$ cat src/rtl/ccff_loader_pkg.sv
// Shared types and sizing helpers for the configuration-chain loader.
package ccff_loader_pkg;

  typedef enum logic [2:0] {
    StIdle,
    StWait,
    StSetup,
    StHigh,
    StDone,
    StError
  } ccff_state_e;

  // Bits needed to hold any value in 0..max_val; never narrower than one bit.
  function automatic int unsigned cnt_width(input int unsigned max_val);
    return (max_val == 0) ? 1 : $clog2(max_val + 1);
  endfunction

endpackage

$ cat src/rtl/ccff_chain_loader_if.sv
// Valid/ready column stream feeding the configuration-chain loader.
interface ccff_chain_loader_if #(
  parameter int unsigned NUM_CHAINS = 10
);
  logic                  s_valid;
  logic                  s_ready;
  logic [NUM_CHAINS-1:0] s_data;

  modport master (
    output s_valid,
    output s_data,
    input  s_ready
  );

  modport slave (
    input  s_valid,
    input  s_data,
    output s_ready
  );
endinterface

$ cat src/rtl/ccff_phase_timer.sv
// Loadable down-counter; tc pulses on the last cycle of a HALF_PERIOD-long phase.
module ccff_phase_timer
  import ccff_loader_pkg::*;
#(
  parameter int unsigned HALF_PERIOD = 2
) (
  input  logic clk,
  input  logic rst_n,
  input  logic load,
  input  logic en,
  output logic tc
);

  localparam int unsigned CntW = cnt_width(HALF_PERIOD - 1);
  localparam logic [CntW-1:0] LoadVal = CntW'(HALF_PERIOD - 1);

  logic [CntW-1:0] count_q, count_d;

  assign tc = en && (count_q == '0);

  always_comb begin
    count_d = count_q;
    if (load) begin
      count_d = LoadVal;
    end else if (en && (count_q != '0)) begin
      count_d = count_q - CntW'(1);
    end
  end

  always_ff @(posedge clk or negedge rst_n) begin
    if (!rst_n) begin
      count_q <= '0;
    end else begin
      count_q <= count_d;
    end
  end

endmodule

$ cat src/rtl/ccff_chain_loader.sv
// Shifts streamed configuration columns into parallel chain heads, generating prog_clock,
// config_enable and sticky done/error flags.
module ccff_chain_loader
  import ccff_loader_pkg::*;
#(
  parameter int unsigned NUM_CHAINS  = 10,
  parameter int unsigned CHAIN_LEN   = 1024,
  parameter int unsigned HALF_PERIOD = 2,
  parameter int unsigned TIMEOUT     = 4096
) (
  input  logic                              clk,
  input  logic                              global_reset_n,
  input  logic                              start,
  ccff_chain_loader_if.slave                s_bus,
  output logic [NUM_CHAINS-1:0]             ccff_head,
  output logic                              prog_clock,
  output logic                              config_enable,
  output logic                              cfg_done,
  output logic                              cfg_error,
  output logic [cnt_width(CHAIN_LEN)-1:0]   bit_count
);

  localparam int unsigned BcW = cnt_width(CHAIN_LEN);
  localparam int unsigned ToW = cnt_width(TIMEOUT);
  localparam int unsigned ToLastInt = (TIMEOUT == 0) ? 0 : TIMEOUT - 1;
  localparam logic [BcW-1:0] BcLast = BcW'(CHAIN_LEN);
  localparam logic [ToW-1:0] ToLast = ToW'(ToLastInt);

  ccff_state_e           state_q, state_d;
  logic [NUM_CHAINS-1:0] head_q, head_d;
  logic [BcW-1:0]        bit_count_q, bit_count_d;
  logic [ToW-1:0]        timeout_q, timeout_d;
  logic                  prog_clock_q;
  logic                  phase_load, phase_en, phase_tc;

  assign phase_en = (state_q == StSetup) || (state_q == StHigh);

  ccff_phase_timer #(
    .HALF_PERIOD(HALF_PERIOD)
  ) u_phase_timer (
    .clk  (clk),
    .rst_n(global_reset_n),
    .load (phase_load),
    .en   (phase_en),
    .tc   (phase_tc)
  );

  always_comb begin
    state_d     = state_q;
    head_d      = head_q;
    bit_count_d = bit_count_q;
    timeout_d   = '0;
    phase_load  = 1'b0;
    unique case (state_q)
      StIdle, StDone, StError: begin
        if (start) begin
          state_d     = StWait;
          bit_count_d = '0;
        end
      end
      StWait: begin
        // s_ready is high throughout WAIT, so s_valid alone is a handshake.
        if (s_bus.s_valid) begin
          head_d     = s_bus.s_data;
          phase_load = 1'b1;
          state_d    = StSetup;
        end else if (TIMEOUT != 0) begin
          if (timeout_q == ToLast) begin
            state_d = StError;
          end else begin
            timeout_d = timeout_q + ToW'(1);
          end
        end
      end
      StSetup: begin
        if (phase_tc) begin
          phase_load = 1'b1;
          state_d    = StHigh;
        end
      end
      StHigh: begin
        if (phase_tc) begin
          if (bit_count_q != BcLast) begin
            bit_count_d = bit_count_q + BcW'(1);
          end
          state_d = (bit_count_d == BcLast) ? StDone : StWait;
        end
      end
      default: state_d = StIdle;
    endcase
  end

  always_ff @(posedge clk or negedge global_reset_n) begin
    if (!global_reset_n) begin
      state_q      <= StIdle;
      head_q       <= '0;
      bit_count_q  <= '0;
      timeout_q    <= '0;
      prog_clock_q <= 1'b0;
    end else begin
      state_q      <= state_d;
      head_q       <= head_d;
      bit_count_q  <= bit_count_d;
      timeout_q    <= timeout_d;
      prog_clock_q <= (state_d == StHigh);
    end
  end

  assign s_bus.s_ready = (state_q == StWait);
  assign config_enable = (state_q == StWait) || (state_q == StSetup) || (state_q == StHigh);
  assign cfg_done      = (state_q == StDone);
  assign cfg_error     = (state_q == StError);
  assign ccff_head     = head_q;
  assign prog_clock    = prog_clock_q;
  assign bit_count     = bit_count_q;

endmodule

$ cat src/flat_wrapper.sv
// flat-port wrapper written by rule: the top's interface ports become plain ports
module ccff_chain_loader_flat import ccff_loader_pkg::*;
#(
  parameter int unsigned NUM_CHAINS  = 10,
  parameter int unsigned CHAIN_LEN   = 1024,
  parameter int unsigned HALF_PERIOD = 2,
  parameter int unsigned TIMEOUT     = 4096
)
  (clk, global_reset_n, start, ccff_head, prog_clock, config_enable, cfg_done, cfg_error, bit_count, s_bus_s_valid, s_bus_s_data, s_bus_s_ready);
  ccff_chain_loader_if #(.NUM_CHAINS(NUM_CHAINS)) s_bus_i ();
  input  logic clk;
  input  logic global_reset_n;
  input  logic start;
  output logic [NUM_CHAINS-1:0] ccff_head;
  output logic prog_clock;
  output logic config_enable;
  output logic cfg_done;
  output logic cfg_error;
  output logic [cnt_width(CHAIN_LEN)-1:0] bit_count;
  input wire logic [$bits(s_bus_i.s_valid)-1:0] s_bus_s_valid;
  input wire logic [$bits(s_bus_i.s_data)-1:0] s_bus_s_data;
  output wire logic [$bits(s_bus_i.s_ready)-1:0] s_bus_s_ready;
  assign s_bus_i.s_valid = s_bus_s_valid;
  assign s_bus_i.s_data = s_bus_s_data;
  assign s_bus_s_ready = s_bus_i.s_ready;
  ccff_chain_loader #(.NUM_CHAINS(NUM_CHAINS), .CHAIN_LEN(CHAIN_LEN), .HALF_PERIOD(HALF_PERIOD), .TIMEOUT(TIMEOUT)) u_core (.clk(clk), .global_reset_n(global_reset_n), .start(start), .s_bus(s_bus_i), .ccff_head(ccff_head), .prog_clock(prog_clock), .config_enable(config_enable), .cfg_done(cfg_done), .cfg_error(cfg_error), .bit_count(bit_count));
endmodule
$ cat config.mk
export PLATFORM = sky130hd
export DESIGN_NAME = ccff_chain_loader_flat
export DESIGN_NICKNAME = d
export VERILOG_FILES = /design/src/rtl/ccff_loader_pkg.sv /design/src/rtl/ccff_chain_loader_if.sv /design/src/rtl/ccff_phase_timer.sv /design/src/rtl/ccff_chain_loader.sv /design/src/flat_wrapper.sv
export SDC_FILE = /design/constraint.sdc
export NUM_CORES = 1
export LEC_CHECK = 0
export ABC_CLOCK_PERIOD_IN_PS = 1900
export BUFFER_PORTS_ARGS = -buffer_cell sky130_fd_sc_hd__buf_2
export CAP_MARGIN = 20
export CORE_MARGIN = 2
export CORE_UTILIZATION = 49
export CTS_CLUSTER_DIAMETER = 60
export DETAILED_ROUTE_END_ITERATION = 8
export PLACE_DENSITY = 0.85
export SLEW_MARGIN = 20
export SYNTH_ARGS = -nofsm -noshare
export SYNTH_HDL_FRONTEND = slang
export SYNTH_SLANG_ARGS = --single-unit
$ cat constraint.sdc
create_clock -name clk -period 1.9 [get_ports clk]
set_clock_uncertainty 0.05 [all_clocks]
set_input_delay 0.095 -clock clk [delete_from_list [all_inputs] [get_ports clk]]
set_output_delay 0.095 -clock clk [all_outputs]
set_load 0.01 [all_outputs]
==> metrics.md <==
| Metric | Value |
|---|---|
| Power density over the cells | 1175 nW/µm² |
| Clock latency on the worst-skew pair | around 0.30 ns |
| Slew Limit Headroom | roughly 43% |
| Post-route cell area | 2666 µm² |
| Die Width | 68.77 µm |
| Row count | 23 |
| Worst endpoint data arrival time | 2.01 ns |
| VDD IR max | 854.4 µV |
| Global-route wire length before repair | approximately 7.9 mm |
| Input/output buffers | 39 |
| Peak Freq | 535.7 MHz |
| Dpl hpwl | 3.344 mm |
| Post-Syn Nets | 224 |
| GPL Wtd Cong | 1.022 |
| Pins Over Slew Limit | 0 |
| Startpoint types | flop |
| Worst Slack Setup Final | about 0.033 ns |
| Area of the multi-input gates | 1046 µm² |
| Hold Slack | 0.09350 ns |
| Post-Syn Area | 2056 µm² |
| Register Area | a little under 1000 µm² |
| Core area | slightly above 4000 µm² |
| Nets | 291 |
| Share of the synthesized area in the top cell type | between 40% and 50% |
| Synth cell types | between 40 and 50 |
| Outcome | finished, final reports clean |
| Tmin final | roughly 1.9 ns |
| Vias in the first global route | 1764 |
| Ys flop type | dfrtp_1 |
| Share of cells above drive strength 1 | 35.27% |
| Critical path type | reg -> reg |
| Initial antenna violation count | 0 |
| CP required | 2.04 ns |
| Final Hold Viols | 0 |
| EDFF count, synth | 0 |
| Pin count of the biggest net entering global routing | 40 |
| Hold Crit Depth | 4 |
| Syn Inst Count | between 200 and 250 |
| Critical Path Most Common Cell | o21a_1 |
| DR DRC count | 0 |
| Sequential area share after synthesis | 47.47% |
| Critical Path Fanout Max | 5 |
| Die Ht | 68.77 µm |
| Finished Core Util | 66.18% |
| Num CTS Buffers | 5 |
| Worst path cell trace | nor4b_4 > nand4_1 > o21a_1 > o21a_1 > o31a_1 |
| Min-delay worst type | in -> reg |
| Total GRT Usage | 23.30% |
| Longest Clk Path Bufs | 2 |
| Vias per cell | 5.569 |
| DR vias | 1810 |
| Yosys reg bits | 39 |
| Drt first pass iters | 4 |
| # IOs | 40 |
| Clock Sinks | 39 |
| Mean Syn Cell Area | ~9.9 µm² |
| Fraction of registers with async set/reset | 100.0% |
| Cell depth of the worst setup path | 5 |
| CTS tree | done |
| Iteration-0 DRC Markers | between 100 and 150 |
| H-tree levels | 2 |
| Cell depth of the worst flop-to-flop path | 5 |
| LEAKAGE | 1.250 nW |
| Layout fillers | 321 |
| Final wirelength | 4.941 mm |
| Synth area leaders | dfrtp_1, mux2_2, nor2_1 |
| Buf/Inv on CP | 0 |
| Top cells by count, synth | dfrtp_1, nor2_1, o21ai_0, nand2_1 |
| Cell with the most instances after synthesis | dfrtp_1 |
| Worst Tran Pin Value | 0.8553 ns |
| Synthesis Warnings | 0 |
| Critical path's slowest cell | dfrtp_2 |
| Final period util | 98.26% |
| Finish-stage setup viols | 0 |
| Clock-pin slew on the worst setup and hold paths | 0.08 ns |
| Placed instance area | 2361 µm² |
| Root buffer cell | clkbuf_8 |
| Tot Pwr | 0.003132 W |
| CP max stage delay | 0.46 ns |
| Area growth syn-to-layout | 29.70% |
| Total grt overflow | 0 |
| Dpl ws | -0.006985 ns |
| Maxcap violations | 0 |
| Wire per inst | between 15 and 20 µm |
| Die area | 4729 µm² |
| Worst path top cell family by delay | compound AO/OA/AOI/OAI gates |
| Diode count | 0 |
| Post-synth top area cell | dfrtp_1 |
| Critical Path Sink Type | flop |
| DRT antenna net count | 0 |
| Initial core utilization | 51.02% |
-- cell usage in the layout (no fill, tap or decap), types with 8 or more instances in the layout --
master | netlist | routed
and3_1 | 9 | 9
buf_2 | 7 | 39
buf_4 | 2 | 21
dfrtp_1 | 39 | 36
dlygate4sd3_1 | 0 | 11
mux2_2 | 10 | 10
nand2_1 | 13 | 13
nand3_1 | 10 | 9
nor2_1 | 23 | 22
o21ai_0 | 16 | 16
xnor2_1 | 8 | 8
xor2_1 | 8 | 8
-- worst paths after layout --
kind	start	end	slack, ns
min in group asynchronous	global_reset_n	u_core.ccff_head[2]	0.42
hold / removal	s_bus_s_valid	u_core.timeout_q[10]	0.09
hold reg to reg	u_core.timeout_q[0]	u_core.timeout_q[0]	0.43
setup / recovery	u_core.bit_count[7]	u_core.state_q[0]	0.03
setup reg to reg	u_core.bit_count[7]	u_core.state_q[0]	0.03
max in group asynchronous	global_reset_n	u_core.bit_count[0]	0.78
-- sequential cells by signal (all words and copies together), names as in the netlist --
signal                        cells
u_core.state_q                    3
u_core.prog_clock                 1
u_core.u_phase_timer.count_q      1
u_core.timeout_q                 13
u_core.ccff_head                 10
u_core.bit_count                 11
-- layer usage --
metal | vias up | GRT usage, % | part of all wire [%]
li1 | 855 | - | -
met1 | 882 | 27.70 | 43
met2 | 62 | 39.06 | 50
met3 | 11 | 7.955 | 5.1
met4 | 0 | 8.578 | 2.0
met5 | - | 0 | 0
-- worst min-delay path, delay by kind of cell --
kind	cells	cell delay, ns
buf+inv	2	0.19
simple gates	2	0.12
-- final cells by class --
type	instances	share of cell area (%)
multi-input cells	150	39.23
flip-flops and latches	39	36.74
repair buffers	71	17.36
well taps	50	2.346
clock buffers	5	2.581
clock inverters	3	0.7508
inverters	7	0.9855
-- per-stage QoR --
| stage | instances | setup TNS [ns] |
|---|---|---|
| 3_3_place_gp | 299 | 0 |
| 3_5_place_dp | 299 | -0.006985 |
| 2_1_floorplan | 207 | 0 |
| 4_1_cts | 318 | 0 |
| 5_1_grt | 325 | -0.04799 |
| 6_report | 325 | 0 |
-- cell families (layout without fill, tap and decap cells) --
logic type / after synthesis / in the layout / synth area share (%)
simple gates: 80 / 80 / 21.12
compound gates: 41 / 41 / 13.15
flops: 39 / 39 / 47.47
buf+inv: 18 / 86 / 4.138
xor+xnor: 16 / 16 / 6.817
mux: 10 / 10 / 5.478
fa+ha+maj: 3 / 3 / 1.826
-- timing repair --
| item | 4_1_cts | 5_1_grt |
|---|---|---|
| buffers inserted | 0 | 7 |
| hold buffers | 11 | 0 |
| gates resized for setup | 1 | 12 |
| pin swaps | 2 | 6 |
| hold endpoints to repair | 49 | 0 |
| endpoints found under the setup margin | 1 | 4 |
-- where the power goes --
| part | total (W) | internal [W] | switching, W |
|---|---|---|---|
| Sequential | 0.00122 | 0.00103 | 0.000186 |
| Combinational | 0.00135 | 0.000649 | 0.000704 |
| Clock | 0.000561 | 0.000255 | 0.000306 |
| Total | 0.00313 | 0.00194 | 0.00120 |
Note: power is estimated with default switching activity, not from simulation.
